[src/rtl/wallace_mac_pipe.sv]
// Pipelined Wallace-tree multiply-accumulate unit with valid/ready handshake.
// Signed mode uses modified Baugh-Wooley partial products.
module wallace_mac_pipe #(
  parameter int unsigned WIDTH  = 8,
  parameter int unsigned STAGES = 3,
  parameter int unsigned ACC_W  = 20
) (
  input  logic             clk,
  input  logic             rst,
  input  logic             in_valid,
  output logic             in_ready,
  input  logic [WIDTH-1:0] in_a,
  input  logic [WIDTH-1:0] in_b,
  input  logic             in_signed,
  input  logic             in_acc,
  output logic             out_valid,
  input  logic             out_ready,
  output logic [ACC_W-1:0] out_data
);

  localparam int unsigned PW     = 2 * WIDTH;
  localparam int unsigned NR     = WIDTH + 1;
  // Registered tree stages ahead of the final (accumulator) stage.
  localparam int unsigned NS     = STAGES - 1;
  localparam int unsigned RIdxW  = $clog2(NR);
  localparam int unsigned AIdxW  = $clog2(WIDTH);
  localparam int unsigned SIdxW  = (NS > 1) ? $clog2(NS) : 1;

  typedef logic [NR-1:0][PW-1:0] rows_t;

  function automatic logic [RIdxW-1:0] ri(input int unsigned x);
    return RIdxW'(x);
  endfunction

  function automatic logic [AIdxW-1:0] ai(input int unsigned x);
    return AIdxW'(x);
  endfunction

  function automatic logic [SIdxW-1:0] si(input int unsigned x);
    return SIdxW'(x);
  endfunction

  function automatic int unsigned next_rows(input int unsigned n);
    return 2 * (n / 3) + n % 3;
  endfunction

  function automatic int unsigned count_levels(input int unsigned n0);
    int unsigned n;
    int unsigned cnt;
    n   = n0;
    cnt = 0;
    for (int unsigned i = 0; i < 32; i++) begin
      if (n > 2) begin
        n   = next_rows(n);
        cnt = cnt + 1;
      end
    end
    return cnt;
  endfunction

  localparam int unsigned Levels = count_levels(NR);

  // First tree level handled by register stage s (s = NS means end of tree).
  function automatic int unsigned lv_bound(input int unsigned s);
    return (Levels * s) / NS;
  endfunction

  // Unsigned: plain AND array. Signed: invert the cross-sign bits and add
  // 2^WIDTH + 2^(2*WIDTH-1) as an extra row.
  function automatic rows_t gen_pp(input logic [WIDTH-1:0] a, input logic [WIDTH-1:0] b,
                                   input logic sgn);
    rows_t            r;
    logic [WIDTH-1:0] xmask;
    logic [WIDTH-1:0] bits;
    r = '0;
    for (int unsigned i = 0; i < WIDTH; i++) begin
      xmask = (i == WIDTH - 1) ? {1'b0, {(WIDTH-1){1'b1}}} : {1'b1, {(WIDTH-1){1'b0}}};
      bits  = (a & {WIDTH{b[ai(i)]}}) ^ (sgn ? xmask : '0);
      r[ri(i)] = PW'(bits) << i;
    end
    if (sgn) begin
      r[ri(NR - 1)] = (PW'(1) << WIDTH) | (PW'(1) << (PW - 1));
    end
    return r;
  endfunction

  // One level of 3:2 compression over the first n live rows; result is packed
  // into the low slots, every slot above the new row count is zero.
  function automatic rows_t csa_level(input rows_t r, input int unsigned n);
    rows_t       o;
    int unsigned g;
    o = '0;
    g = n / 3;
    for (int unsigned k = 0; k < NR / 3; k++) begin
      if (k < g) begin
        o[ri(2*k)]   = r[ri(3*k)] ^ r[ri(3*k+1)] ^ r[ri(3*k+2)];
        o[ri(2*k+1)] = ((r[ri(3*k)] & r[ri(3*k+1)]) | (r[ri(3*k)] & r[ri(3*k+2)]) |
                        (r[ri(3*k+1)] & r[ri(3*k+2)])) << 1;
      end
    end
    for (int unsigned k = 0; k < 2; k++) begin
      if (k < n % 3) begin
        o[ri(2*g+k)] = r[ri(3*g+k)];
      end
    end
    return o;
  endfunction

  function automatic rows_t apply_levels(input rows_t r, input int unsigned lo,
                                         input int unsigned hi);
    rows_t       o;
    int unsigned n;
    o = r;
    n = NR;
    for (int unsigned lv = 0; lv < Levels; lv++) begin
      if (lv >= lo && lv < hi) begin
        o = csa_level(o, n);
      end
      n = next_rows(n);
    end
    return o;
  endfunction

  rows_t            rows_q [NS];
  rows_t            rows_d [NS];
  logic [NS-1:0]    vld_q, vld_d;
  logic [NS-1:0]    sgn_q, sgn_d;
  logic [NS-1:0]    acc_q, acc_d;
  logic [ACC_W-1:0] out_data_q, out_data_d;
  logic             out_valid_q, out_valid_d;

  logic             advance;
  logic             accept;
  rows_t            fin_rows;
  logic [PW-1:0]    product;
  logic [ACC_W-1:0] prod_ext;

  assign advance   = !out_valid_q || out_ready;
  assign in_ready  = advance && !rst;
  assign accept    = in_valid && in_ready;
  assign out_valid = out_valid_q;
  assign out_data  = out_data_q;

  // Final stage: remaining tree levels, carry-propagate add, extension.
  always_comb begin
    fin_rows = apply_levels(rows_q[si(NS - 1)], lv_bound(NS - 1), Levels);
    // Only two rows survive the tree; the rest are constant zero.
    product  = '0;
    for (int unsigned k = 0; k < NR; k++) begin
      product = product + fin_rows[ri(k)];
    end
    prod_ext = ACC_W'(product);
    if (sgn_q[NS-1] && product[PW-1]) begin
      prod_ext = prod_ext | ~(ACC_W'({PW{1'b1}}));
    end
  end

  always_comb begin
    for (int unsigned s = 0; s < NS; s++) begin
      rows_d[si(s)] = rows_q[si(s)];
    end
    vld_d       = vld_q;
    sgn_d       = sgn_q;
    acc_d       = acc_q;
    out_valid_d = out_valid_q;
    out_data_d  = out_data_q;
    if (advance) begin
      rows_d[si(0)] = gen_pp(in_a, in_b, in_signed);
      vld_d[0]      = accept;
      sgn_d[0]      = in_signed;
      acc_d[0]      = in_acc;
      for (int unsigned s = 1; s < NS; s++) begin
        rows_d[si(s)] = apply_levels(rows_q[si(s - 1)], lv_bound(s - 1), lv_bound(s));
        vld_d[si(s)]  = vld_q[si(s - 1)];
        sgn_d[si(s)]  = sgn_q[si(s - 1)];
        acc_d[si(s)]  = acc_q[si(s - 1)];
      end
      out_valid_d = vld_q[NS-1];
      if (vld_q[NS-1]) begin
        out_data_d = acc_q[NS-1] ? out_data_q + prod_ext : prod_ext;
      end
    end
  end

  always_ff @(posedge clk or posedge rst) begin
    if (rst) begin
      rows_q      <= '{default: '0};
      vld_q       <= '0;
      sgn_q       <= '0;
      acc_q       <= '0;
      out_valid_q <= 1'b0;
      out_data_q  <= '0;
    end else begin
      rows_q      <= rows_d;
      vld_q       <= vld_d;
      sgn_q       <= sgn_d;
      acc_q       <= acc_d;
      out_valid_q <= out_valid_d;
      out_data_q  <= out_data_d;
    end
  end

endmodule

[config.mk]
export PLATFORM = sky130hd
export DESIGN_NAME = wallace_mac_pipe
export DESIGN_NICKNAME = d
export VERILOG_FILES = /design/src/rtl/wallace_mac_pipe.sv
export SDC_FILE = /design/constraint.sdc
export NUM_CORES = 1
export LEC_CHECK = 0
export BUFFER_PORTS_ARGS = -buffer_cell sky130_fd_sc_hd__buf_2
export CELL_PAD_IN_SITES_DETAIL_PLACEMENT = 1
export CELL_PAD_IN_SITES_GLOBAL_PLACEMENT = 1
export CORE_MARGIN = 2
export CORE_UTILIZATION = 52
export DETAILED_ROUTE_END_ITERATION = 12
export GPL_TIMING_DRIVEN = 0
export PLACE_DENSITY_LB_ADDON = 0.1
export SLEW_MARGIN = 0
export SYNTH_ARGS = -nofsm -noshare
export SYNTH_HDL_FRONTEND = slang
export SYNTH_SLANG_ARGS = --single-unit
[constraint.sdc]
create_clock -name clk -period 11.8 [get_ports clk]
set_input_delay 2.36 -clock clk [delete_from_list [all_inputs] [get_ports clk]]
set_output_delay 2.36 -clock clk [all_outputs]
set_load 0.01 [all_outputs]
Word-level counts from Yosys, hierarchy flattened
Cells that the tools add are included.
{ "classes": {"addsub": 2, "muxes": 6, "bitwise_logic": 65, "reduce_logical": 7} }
{ "op_table": {"columns": ["operator", "n"], "rows": [
  ["$and 15x15->15", 13],
  ["$or 15x15->15", 10],
  ["$xor 16x16->16", 8],
  ["$mux 96", 1],
  ["$and 8x8->8", 8],
  ["$xor 8x8->8", 7],
  ["$mux 20", 2],
  ["$and 14x15->15", 2],
  ["$add 20x20->20", 1],
  ["$add 16x16->16", 1],
  ["$mux 16", 1],
  ["$xor 15x16->16", 1],
  ["$xor 14x15->15", 1],
  ["$and 11x13->13", 1],
  ["$and 12x13->13", 1],
  ["$or 12x13->13", 1],
  ["$or 13x13->13", 1],
  ["$xor 12x13->13", 1],
  ["$and 11x12->12", 1],
  ["$xor 11x12->12", 1],
  ["$and 8x10->10", 1],
  ["$and 9x10->10", 1],
  ["$or 10x10->10", 1],
  ["$or 9x10->10", 1],
  ["10 further kinds", 13]
]} }
{ "word_totals": {"regBits": 169, "input_bits": 22} }

Depth between registers and ports, before layout
{ "logic_depth": {"depth_word": 11, "mapped_depth": 20} }

Worst setup path before layout
Ideal clock, no wire load.
{ "synth_path": {"path_kind": "input-to-reg", "from": "in rst", "to": "reg vld_q[0]", "setup_ns": 0.091, "arrival_time_ns": 5.363, "path_slack_ns": 6.345, "path_stages": 3, "n_path_buf": 0, "cell_sequence": "inv_1 -> nand2_1 -> o21ai_0"} }
{ "synth_between": {"elab_chain_len": 3} }
{ "synth_lines": {"columns": ["item", "line", "text"], "rows": [
  ["start, declared", "9", "input logic rst,"],
  ["$logic_not 1->1 (no source line)", null, null],
  ["$logic_and 1x1->1", "139", "assign in_ready = advance && !rst;"],
  ["$logic_and 1x1->1", "140", "assign accept = in_valid && in_ready;"],
  ["end signal, assigned", "195", "vld_q <= vld_d;"],
  ["end, declared", "126", "logic [NS-1:0] vld_q, vld_d;"]
]} }
Every way passes these cells.
A chain may end at the register's enable or synchronous reset.

Worst setup path in the final report
{ "layout_path": {"from": "in out_ready", "to": "out in_ready"} }
{ "layout_between": {"elab_chain_len": 2} }
{ "layout_lines": {"columns": ["item", "line", "text"], "rows": [
  ["start, declared", "17", "input logic out_ready,"],
  ["$logic_or 1x1->1", "138", "assign advance = !out_valid_q || out_ready;"],
  ["$logic_and 1x1->1", "139", null],
  ["end, declared", "11", "output logic in_ready,"]
]} }
Every way passes these cells.

==> run_results.csv <==
group,metric,value,unit
floorplanning,ios,44,
clock_network,cts_sinks,131,
layout,drive_gt1_share,8.59,%
global_routing,grt_pass1_vias,7182,
global_routing,grt_start_max_net_pins,74,
clock_network,cts.root.buffer_cell,"clkbuf_16",
timing,setup_viol,0,
timing,fmax,0.162,GHz
layout,finish.utilization,59.8,%
timing,fin_worst_skew,0.00862,ns
clock_network,cts_resized,0,
clock_network,clk_pin_slew,0.06,ns
placed_design,port_buffers,26,
synthesis,synth_fa_ha_area_share,17.9,%
routing,vias,6402,
synthesis,synth_async_sr_flop_share,100,%
hold_path,min_path_type,"flip-flop to flip-flop",
synthesis,ys.flop_type,"dfrtp_1",
layout,syn_to_final_growth,13.6,%
routing,dr.pass1.iters,4,
clock_network,clockBufferDepth,2,
placed_design,dp_hpwl,16200,um
synthesis,netlist_instances,872,
timing,fin_crit_sh,52.2,%
synthesis,synthMuxAreaShare,1.08,%
floorplanning,die_h,127,um
floorplanning,dieArea,16200,um2
timing,rsz0062_at_grt,"no",
floorplanning,floorplan.initialDensity,52.6,%
setup_path,critPathRequiredTime,9.44,ns
routing,wl_per_cell,20.2,um
global_routing,grt.met1_usage,36.7,%
synthesis,seq_area_frac_synth,41.4,%
synthesis,synth.distinct_cells,58,
synthesis,syn_nets,983,
setup_path,cp_max_fo,10,
global_routing,grtUsageMet3,4.65,%
synthesis,synth-seq-cells,131,
layout,fin_cells,1119,
clock_network,htree_levels,4,
timing,tns,0,ns
placed_design,gp_congestion,0.893,
global_routing,grt_antenna_before_repair,0,
setup_path,reg2reg_from,"rows_q[23]$_DFFE_PP0N_",
hold_path,hold_start,"rows_q[145]$_DFFE_PP0N_",
layout,diodes,0,
routing,vias_per_cell,5.72,
global_routing,top_usage_layer,"met2",
floorplanning,core_area,15000,um2
routing,ant_nets,0,
layout,n_fill_cell,1755,
synthesis,yosysWarnings,0,
timing,fin_crit,6.16,ns
layout,multi_input_area,4110,um2
synthesis,synth.avg_cell_area,9.07,um2
timing,slew_viol_final,0,
layout,final_nets,1029,
global_routing,grt_overflow,0,
clock_network,cts_tree,"done",
clock_network,holdBufCountCts,0,
clock_network,cts_made_buffers,17,
synthesis,synth-xor-area-share,3.32,%
setup_path,setup.worst_path.class,"input port to output pin",
routing,drt-initial-drc-count,220,
setup_path,startpoint_type,"input port",
global_routing,use_met2,53.6,%
floorplanning,fp.dieW,127,um
layout,register_area,3280,um2
setup_path,setup.worst_path.end_class,"output pin",
run_status,outcome,"finished, final reports clean",
run,cap_violations,0,
synthesis,synth_edf_count,0,
floorplanning,rows,45,
global_routing,grt_usage,30.3,%
timing,worst_pin_slew,0.758,ns
clock_network,clkLatencyLatePin,0.43,ns
placed_design,place_inst,1087,
routing,routed_wl,22600,um
synthesis,synth_area,7910,um2
timing,hold_viol,0,
setup_path,startpoint,"out_ready",
setup_path,cp.arrival,3.80,ns
synthesis,synthSimpleGateAreaFrac,17.2,%
routing,route.detailed.drc,0,
timing,whs,0.474,ns
clock_network,cts_setup_buffers,0,
timing,slew_headroom,49.4,%
synthesis,synth_compound_area_share,12.5,%
synthesis,synth_top_family_by_area,"adder cells",
global_routing,grt_pass1_wl,37700,um
-- kinds of logic (layout without fill, tap and decap cells) --
| group | Yosys count | after routing |
|---|---|---|
| AND/OR/NAND/NOR | 319 | 319 |
| AO/OA/AOI/OAI | 158 | 158 |
| multiplexers | 8 | 8 |
| adder cells (fa/ha/maj) | 89 | 89 |
| buffers and inverters | 137 | 196 |
| XOR/XNOR | 30 | 30 |
| flip-flops | 131 | 131 |
-- stage by stage --
step / worst slack [ns] / cell area [um2]
global placement: 4.43 / 8280
global route: 5.52 / 8990
CTS: 5.65 / 8990
floorplan: 5.92 / 7910
finish: 5.64 / 8990
detailed placement: 5.70 / 8310
-- critical path, cell delays in order --
cell	delay, ns
buf_2	0.10
nor2b_1	0.10
clkbuf_1	0.51
clkbuf_1	0.49
nor2_1	0.08
buf_2	0.15
-- metal layers --
metal	share of wire, %	routed length [um]
met2	52	11800
met3	2.7	622
met5	0	0
met1	42	9440
met4	3.6	809
-- Yosys cell counts, drive strengths merged (2+ instances only) --
library cell	n	area, um2
nand2	200	751
dfrtp	131	3280
inv	87	327
o21ai	74	370
nand3	58	290
clkbuf	49	195
ha	49	613
fa	40	801
nor2	27	101
a21oi	26	138
xor2	21	184
xnor2	9	78.8
a31oi	8	56.3
o21a	8	60.1
mux2i	7	70.1
a21o	6	45.0
nor2b	6	37.5
nor3	6	35.0
nand2b	5	31.3
o211ai	5	42.5
o21bai	5	37.5
and2	4	25.0
or3	4	25.0
a211oi	3	27.5
or2	3	18.8
a211o	2	18.8
a22oi	2	15.0
a311oi	2	17.5
nand4	2	12.5
o22ai	2	12.5
o31a	2	17.5
o41ai	2	25.0
-- state kept, by name, summed over array words and instances, names as in the netlist --
name and count:
out_data 20, sgn_q 2, acc_q 2, vld_q 2, rows_q 104, out_valid 1
-- worst paths after layout --
check | endpoint | slack (ns) | depth (start not counted)
worst min register to register | rows_q[145]$_DFFE_PP0N_ | 0.47 | 2
worst min-delay path | rows_q[145]$_DFFE_PP0N_ | 0.47 | 2
worst max register to register | out_data[19]$_DFFE_PP0P_ | 6.76 | 19
worst max-delay path | in_ready | 5.64 | 6
min in group asynchronous | rows_q[269]$_DFFE_PP0N_ | 1.99 | 2
max in group asynchronous | out_data[2]$_DFFE_PP0P_ | 9.05 | 3
-- cell type report --
| cell class | count | area share [%] |
|---|---|---|
| tap | 188 | 2.62 |
| clock inverter | 9 | 2.21 |
| buffer | 50 | 2.21 |
| inverter | 87 | 3.69 |
| clock buffer | 23 | 5.32 |
| sequential | 131 | 36.5 |
| timing repair buffer | 27 | 1.75 |
| multi-input combinational | 604 | 45.7 |
-- cell usage in the layout (no fill, tap or decap), types with 8 or more instances in the layout --
cell type | netlist | layout
nand2_1 | 200 | 200
nand3_1 | 58 | 58
a21oi_1 | 24 | 24
clkbuf_16 | 0 | 17
o21ai_0 | 71 | 71
clkbuf_1 | 40 | 43
o21a_1 | 8 | 8
nor2_1 | 27 | 27
xor2_1 | 21 | 21
xnor2_1 | 9 | 9
fa_1 | 40 | 40
dfrtp_1 | 131 | 131
buf_2 | 0 | 26
ha_1 | 49 | 49
inv_1 | 87 | 86
clkbuf_2 | 9 | 9
Power is not shown: default switching activity piles up to over one toggle a cycle in this logic, so the estimate is an artifact.
